`src/rtl/chess_pkg.sv`:
```
// Shared chess definitions: piece codes, square/piece types, controller state enum
// and the starting-position lookup used by board_state_ctrl.
package chess_pkg;

    localparam int PC_W = 4;

    typedef logic [5:0]      square_t;
    typedef logic [PC_W-1:0] piece_t;

    localparam piece_t W_ROOK   = 4'd0;
    localparam piece_t W_KNIGHT = 4'd1;
    localparam piece_t W_BISHOP = 4'd2;
    localparam piece_t W_QUEEN  = 4'd3;
    localparam piece_t W_KING   = 4'd4;
    localparam piece_t W_PAWN   = 4'd5;
    localparam piece_t B_ROOK   = 4'd6;
    localparam piece_t B_KNIGHT = 4'd7;
    localparam piece_t B_BISHOP = 4'd8;
    localparam piece_t B_QUEEN  = 4'd9;
    localparam piece_t B_KING   = 4'd10;
    localparam piece_t B_PAWN   = 4'd11;
    localparam piece_t PC_EMPTY = 4'd15;

    // Black codes are the white codes offset by this amount.
    localparam piece_t BLACK_OFFSET = B_ROOK - W_ROOK;

    typedef enum logic [2:0] {
        ST_INIT,
        ST_IDLE,
        ST_WAIT_VB,
        ST_CHECK,
        ST_COMMIT
    } board_state_e;

    function automatic piece_t start_piece(input square_t sq);
        piece_t back;
        piece_t res;
        case (sq[2:0])
            3'd0, 3'd7: back = W_ROOK;
            3'd1, 3'd6: back = W_KNIGHT;
            3'd2, 3'd5: back = W_BISHOP;
            3'd3:       back = W_QUEEN;
            default:    back = W_KING;
        endcase
        case (sq[5:3])
            3'd0:    res = back;
            3'd1:    res = W_PAWN;
            3'd6:    res = B_PAWN;
            3'd7:    res = back + BLACK_OFFSET;
            default: res = PC_EMPTY;
        endcase
        return res;
    endfunction

endpackage

```
`src/rtl/board_state_ctrl.sv`:
```
// Live 8x8 piece map with start-position load, frame-synchronous move commits and a
// registered renderer read port. Optional macro: BOARD_STATE_CTRL_VBLANK_SYNC_EN.
module board_state_ctrl
    import chess_pkg::*;
#(
    parameter int          PIECE_W    = 4,
    parameter int unsigned EMPTY_CODE = 15
) (
    input  logic               vga_clk,
    input  logic               reset,
    input  logic               frame_start,
    input  logic               init_req,
    input  logic               mv_valid,
    output logic               mv_ready,
    input  logic [5:0]         mv_from,
    input  logic [5:0]         mv_to,
    output logic               mv_done,
    output logic               mv_err,
    output logic               cap_valid,
    output logic [PIECE_W-1:0] cap_piece,
    output logic               busy,
    input  logic [2:0]         rd_row,
    input  logic [2:0]         rd_col,
    output logic [PIECE_W-1:0] rd_piece
);

    localparam logic [PIECE_W-1:0] EMPTY_P = PIECE_W'(EMPTY_CODE);

    board_state_e       state_q, state_d;
    square_t            init_cnt_q, init_cnt_d;
    square_t            from_q, from_d;
    square_t            to_q, to_d;
    logic [PIECE_W-1:0] src_q, src_d;
    logic [PIECE_W-1:0] dst_q, dst_d;
    logic               mv_done_q, mv_done_d;
    logic               mv_err_q, mv_err_d;
    logic               cap_valid_q, cap_valid_d;
    logic [PIECE_W-1:0] cap_piece_q, cap_piece_d;
    logic [PIECE_W-1:0] rd_piece_q, rd_piece_d;
    logic [PIECE_W-1:0] map_q [64];
    logic [PIECE_W-1:0] map_d [64];

    logic               init_we;
    logic               commit_we;
    piece_t             start_code;
    logic [PIECE_W-1:0] init_piece;

`ifndef BOARD_STATE_CTRL_VBLANK_SYNC_EN
    logic unused_frame_start;
    assign unused_frame_start = frame_start;
`endif

    // The start table uses the package empty code; remap it to this instance's code.
    assign start_code = start_piece(init_cnt_q);
    assign init_piece = (start_code == PC_EMPTY) ? EMPTY_P : PIECE_W'(start_code);

    always_comb begin
        state_d     = state_q;
        init_cnt_d  = init_cnt_q;
        from_d      = from_q;
        to_d        = to_q;
        src_d       = src_q;
        dst_d       = dst_q;
        mv_done_d   = 1'b0;
        mv_err_d    = 1'b0;
        cap_valid_d = 1'b0;
        cap_piece_d = cap_piece_q;
        init_we     = 1'b0;
        commit_we   = 1'b0;
        case (state_q)
            ST_INIT: begin
                init_we    = 1'b1;
                init_cnt_d = init_cnt_q + 6'd1;
                if (init_cnt_q == 6'd63) begin
                    state_d = ST_IDLE;
                end
            end
            ST_IDLE: begin
                if (init_req) begin
                    state_d    = ST_INIT;
                    init_cnt_d = '0;
                end else if (mv_valid) begin
                    from_d = mv_from;
                    to_d   = mv_to;
`ifdef BOARD_STATE_CTRL_VBLANK_SYNC_EN
                    state_d = ST_WAIT_VB;
`else
                    state_d = ST_CHECK;
`endif
                end
            end
            ST_WAIT_VB: begin
`ifdef BOARD_STATE_CTRL_VBLANK_SYNC_EN
                if (frame_start) begin
                    state_d = ST_CHECK;
                end
`else
                state_d = ST_CHECK;
`endif
            end
            ST_CHECK: begin
                if ((from_q == to_q) || (map_q[from_q] == EMPTY_P)) begin
                    mv_err_d = 1'b1;
                    state_d  = ST_IDLE;
                end else begin
                    src_d   = map_q[from_q];
                    dst_d   = map_q[to_q];
                    state_d = ST_COMMIT;
                end
            end
            ST_COMMIT: begin
                commit_we = 1'b1;
                mv_done_d = 1'b1;
                if (dst_q != EMPTY_P) begin
                    cap_valid_d = 1'b1;
                    cap_piece_d = dst_q;
                end
                state_d = ST_IDLE;
            end
            default: begin
                state_d    = ST_INIT;
                init_cnt_d = '0;
            end
        endcase
    end

    // A reset landing on the commit edge discards the move; the map is reloaded anyway.
    always_comb begin
        for (int i = 0; i < 64; i++) begin
            map_d[i] = map_q[i];
            if (init_we && (init_cnt_q == square_t'(i))) begin
                map_d[i] = init_piece;
            end
            if (commit_we && !reset) begin
                if (from_q == square_t'(i)) begin
                    map_d[i] = EMPTY_P;
                end
                if (to_q == square_t'(i)) begin
                    map_d[i] = src_q;
                end
            end
        end
    end

    assign rd_piece_d = (state_q == ST_INIT) ? EMPTY_P : map_q[{rd_row, rd_col}];

    always_ff @(posedge vga_clk) begin
        map_q <= map_d;
    end

    always_ff @(posedge vga_clk) begin
        if (reset) begin
            state_q     <= ST_INIT;
            init_cnt_q  <= '0;
            from_q      <= '0;
            to_q        <= '0;
            src_q       <= '0;
            dst_q       <= '0;
            mv_done_q   <= 1'b0;
            mv_err_q    <= 1'b0;
            cap_valid_q <= 1'b0;
            cap_piece_q <= '0;
            rd_piece_q  <= EMPTY_P;
        end else begin
            state_q     <= state_d;
            init_cnt_q  <= init_cnt_d;
            from_q      <= from_d;
            to_q        <= to_d;
            src_q       <= src_d;
            dst_q       <= dst_d;
            mv_done_q   <= mv_done_d;
            mv_err_q    <= mv_err_d;
            cap_valid_q <= cap_valid_d;
            cap_piece_q <= cap_piece_d;
            rd_piece_q  <= rd_piece_d;
        end
    end

    assign mv_ready  = (state_q == ST_IDLE);
    assign busy      = (state_q != ST_IDLE);
    assign mv_done   = mv_done_q;
    assign mv_err    = mv_err_q;
    assign cap_valid = cap_valid_q;
    assign cap_piece = cap_piece_q;
    assign rd_piece  = rd_piece_q;

endmodule

```
`config.mk`:
```
export PLATFORM = sky130hd
export DESIGN_NAME = board_state_ctrl
export DESIGN_NICKNAME = d
export VERILOG_FILES = /design/src/rtl/chess_pkg.sv /design/src/rtl/board_state_ctrl.sv
export SDC_FILE = /design/constraint.sdc
export NUM_CORES = 1
export LEC_CHECK = 0
export CAP_MARGIN = 40
export CORE_MARGIN = 2
export CORE_UTILIZATION = 55
export CTS_BUF_LIST = sky130_fd_sc_hd__clkbuf_8
export CTS_CLUSTER_SIZE = 30
export DETAILED_ROUTE_END_ITERATION = 16
export PLACE_DENSITY = 0.72
export SLEW_MARGIN = 10
export SYNTH_ARGS = -nofsm -noshare
export SYNTH_HDL_FRONTEND = slang
export SYNTH_SLANG_ARGS = --single-unit
export TNS_END_PERCENT = 100
```
`constraint.sdc`:
```
create_clock -name vga_clk -period 6.5 [get_ports vga_clk]
set_input_delay 1.625 -clock vga_clk [delete_from_list [all_inputs] [get_ports vga_clk]]
set_output_delay 1.625 -clock vga_clk [all_outputs]
set_load 0.05 [all_outputs]
```
==> impl_metrics.tcl <==
set metrics [dict create \
    ff2ff_setup_slack_ns 2.50 \
    die_height_um 183.9 \
    max-slew-margin-rel_pct 32.73 \
    ir_worst_vdd_uv 155.7 \
    setup_tns_ns 0 \
    path_common_cell "mux4_2" \
    cp_data_required_time_ns 6.97 \
    htreeDepth 2 \
    path_delay_family "multiplexers" \
    yosysUniqueCellTypes 45 \
    cts_tree "done" \
    final_hold_viol_count 0 \
    grt_usage_pct 39.01 \
    reg2reg_depth 9 \
    drv_slew 0 \
    die_x_um 183.9 \
    synth_top_cell_area_share_pct 33.30 \
    multi_input_area_um2 11260 \
    routabilityCongestion 1.007 \
    nNetsFinal 1803 \
    clk_latency_ns 0.63 \
    area_growth_pct 10.74 \
    synth_area_leader_cell "dfxtp_1" \
    rsz0062_at_grt "false" \
    min_path_type "reg -> reg" \
    num_vias 16880 \
    synth-edff-count 0 \
    path_depth 6 \
    run_status "complete, no violations" \
    final_util_pct 62.13 \
    synth_area_um2 17790 \
    overflow 0 \
    synthMostInstantiatedCell "dfxtp_1" \
    cp-end-kind "register" \
    reg2reg_to "src_q[3]$_SDFFE_PP0P_" \
    netlist_top_cells_area "dfxtp_1 33%, mux4_2 29%, a21oi_1 7.3%" \
    synth_area_per_cell_um2 9.952 \
    ys_seq_area_share_pct 33.30 \
    critPathMaxStageDelay_ns 0.54 \
    wl_per_cell_um 29.46 \
    dp_hpwl_mm 44.56 \
    critPathArrivalTime_ns 4.60 \
    antenna_found_initial 6 \
    cp_cell_sequence "buf_4 -> buf_4 -> mux4_2 -> mux4_2 -> mux4_2 -> or3_1" \
    core_area_um2 31720 \
    hold_start "map_q[79]$_DFF_P_" \
    synth_warnings 0 \
    drt_iter0_markers 2869 \
    routed_wirelength_mm 65.52 \
    fin_crit_sh_pct 63.44 \
    period_needed_ns 4.124 \
    rows 65 \
    grt_pass1_wl_mm 97.99 \
    ios 36 \
    synth_commonest_cells "296 x dfxtp_1, 259 x a21oi_1, 232 x mux4_2" \
    path_class "in -> reg" \
    cts_resized 0 \
    syn_inst 1788 \
    tightest_slew_ns 1.009 \
    ys_ff_latch 296 \
    cts_buffers 49 \
    drtPass1Iterations 8 \
    synth_flop_cell "dfxtp_1" \
    postCtsSetupRepairBufs 0 \
    fmax_mhz 242.5 \
    clk_path_buf_depth 3 \
    finClkSkew_ns 0.04137 \
    regArea_um2 5941 \
    p_per_area_nw_per_um2 215.2 \
    startpoint_type "input port" \
    die-area_um2 33810 \
    fillerInstances 2561 \
    path_clk_slew_ns 0.07 \
    grt_max_degree 48 \
    vias_per_cell 7.588 \
    timing.rr.start "from_q[1]$_SDFFE_PP0P_" \
    cts-hold-fix-buffers 0 \
    p_leak_nw 6.696 \
    root_buffer "clkbuf_8" \
    ant_nets 0 \
    min_to "map_q[79]$_DFF_P_" \
    async_flop_share_pct 0 \
    setup_viol 0 \
    grt_pass1_vias 15890 \
    crit_buf_inv 2 \
    critPathMaxFanout 34 \
    initial_utilization_pct 56.10 \
    synth.net_count 1818 \
    drc 0 \
    cts.sink_count 296 \
    maxCapViolations 0 \
    portBuffers 34 \
    layout-drive-gt1-share_pct 21.28 \
    cp_slowest_cell "mux4_2" \
    min_path_cells 2 \
]
-- power breakdown --
group          switching, mW  total, mW  internal [mW]
clock                  0.824       1.81          0.990
sequential            0.0938       1.99           1.90
combinational          0.217      0.438          0.221
total                   1.13       4.24           3.11
-- how the worst max path moves through the flow --
stage	from	end	slack, ns
global placement	rd_col[0]	rd_piece[2]$_SDFF_PP1_	1.77
global route	rd_col[0]	rd_piece[1]$_SDFF_PP1_	2.25
CTS	rd_col[0]	rd_piece[1]$_SDFF_PP1_	2.36
floorplan	rd_col[0]	rd_piece[0]$_SDFF_PP1_	2.35
detailed placement	rd_col[0]	rd_piece[1]$_SDFF_PP1_	1.74
finish	rd_col[0]	rd_piece[1]$_SDFF_PP1_	2.38
-- layer usage --
layer	share of wire (%)	vias up	GRT usage (%)
li1	-	6925	-
met1	34	8070	48.07
met3	16	419	16.34
met5	0	-	0.5926
met2	42	1461	56.53
met4	7.8	0	24.67
-- stage by stage --
stage               hold slack, ns  setup WS [ns]  std cells  total power [mW]  instance area [um2]
CTS                         0.4900          2.359       2214             4.213                19670
global placement            0.4660          1.772       2105             2.405                18320
detailed placement          0.4791          1.744       2122             2.437                18590
finish                      0.4928          2.376       2224             4.240                19710
floorplan                   0.4538          2.346       1788             2.272                17790
global route                0.5108          2.247       2216             4.353                19690
-- registers in the layout, indices dropped and copies added, names as in the netlist --
register,count
cap_piece,4
cap_valid,1
dst_q,4
from_q,6
init_cnt_q,6
map_q,256
mv_done,1
mv_err,1
rd_piece,4
src_q,4
state_q,3
to_q,6
-- layout by cell type, fill, tap and decap left out, drive strengths merged, types with 5 or more instances in the layout --
| cell | instances |
|---|---|
| inv | 26 |
| buf | 50 |
| nand2b | 12 |
| mux4 | 232 |
| nor2b | 13 |
| mux2i | 22 |
| and3 | 5 |
| o32a | 9 |
| clkbuf | 66 |
| o21ai | 106 |
| dfxtp | 296 |
| clkinv | 7 |
| a32oi | 13 |
| diode | 8 |
| a21boi | 5 |
| nand2 | 153 |
| nor3 | 40 |
| a21oi | 259 |
| nor2 | 178 |
| and2 | 16 |
| xor2 | 5 |
| or2 | 6 |
| clkdlybuf4s50 | 32 |
| a22oi | 152 |
| ha | 7 |
| or3 | 11 |
| o21a | 5 |
| nand3 | 48 |
| nor4 | 6 |
-- cell families after synthesis --
logic type                 share of synthesized area, %
xor gates and xnor gates                         0.4429
DFF                                               33.30
AOI/OAI and AO/OA                                 19.18
and+or+nand+nor                                   12.15
muxes                                             30.60
buffers and inverters                             3.832
adders and majority gates                        0.4922
-- worst register-to-register path, delay by kind of cell, from the launching register on --
| family | cells | cell delay (ns) |
|---|---|---|
| flip-flops | 1 | 0.77 |
| AO/OA/AOI/OAI | 4 | 0.85 |
| AND/OR/NAND/NOR | 2 | 1.05 |
| buffers and inverters | 2 | 0.82 |
| multiplexers | 1 | 0.43 |
-- area by class of cell --
type                       count  area share (%)
antenna                        8          0.1016
clock buffer                  66           4.610
clock inverter                26          0.9016
inverter                      12          0.2286
multi-input combinational   1332           57.16
sequential                   296           30.15
tap                          402           2.552
timing repair buffer          82           4.305
Power figures use the tool's default switching activity.
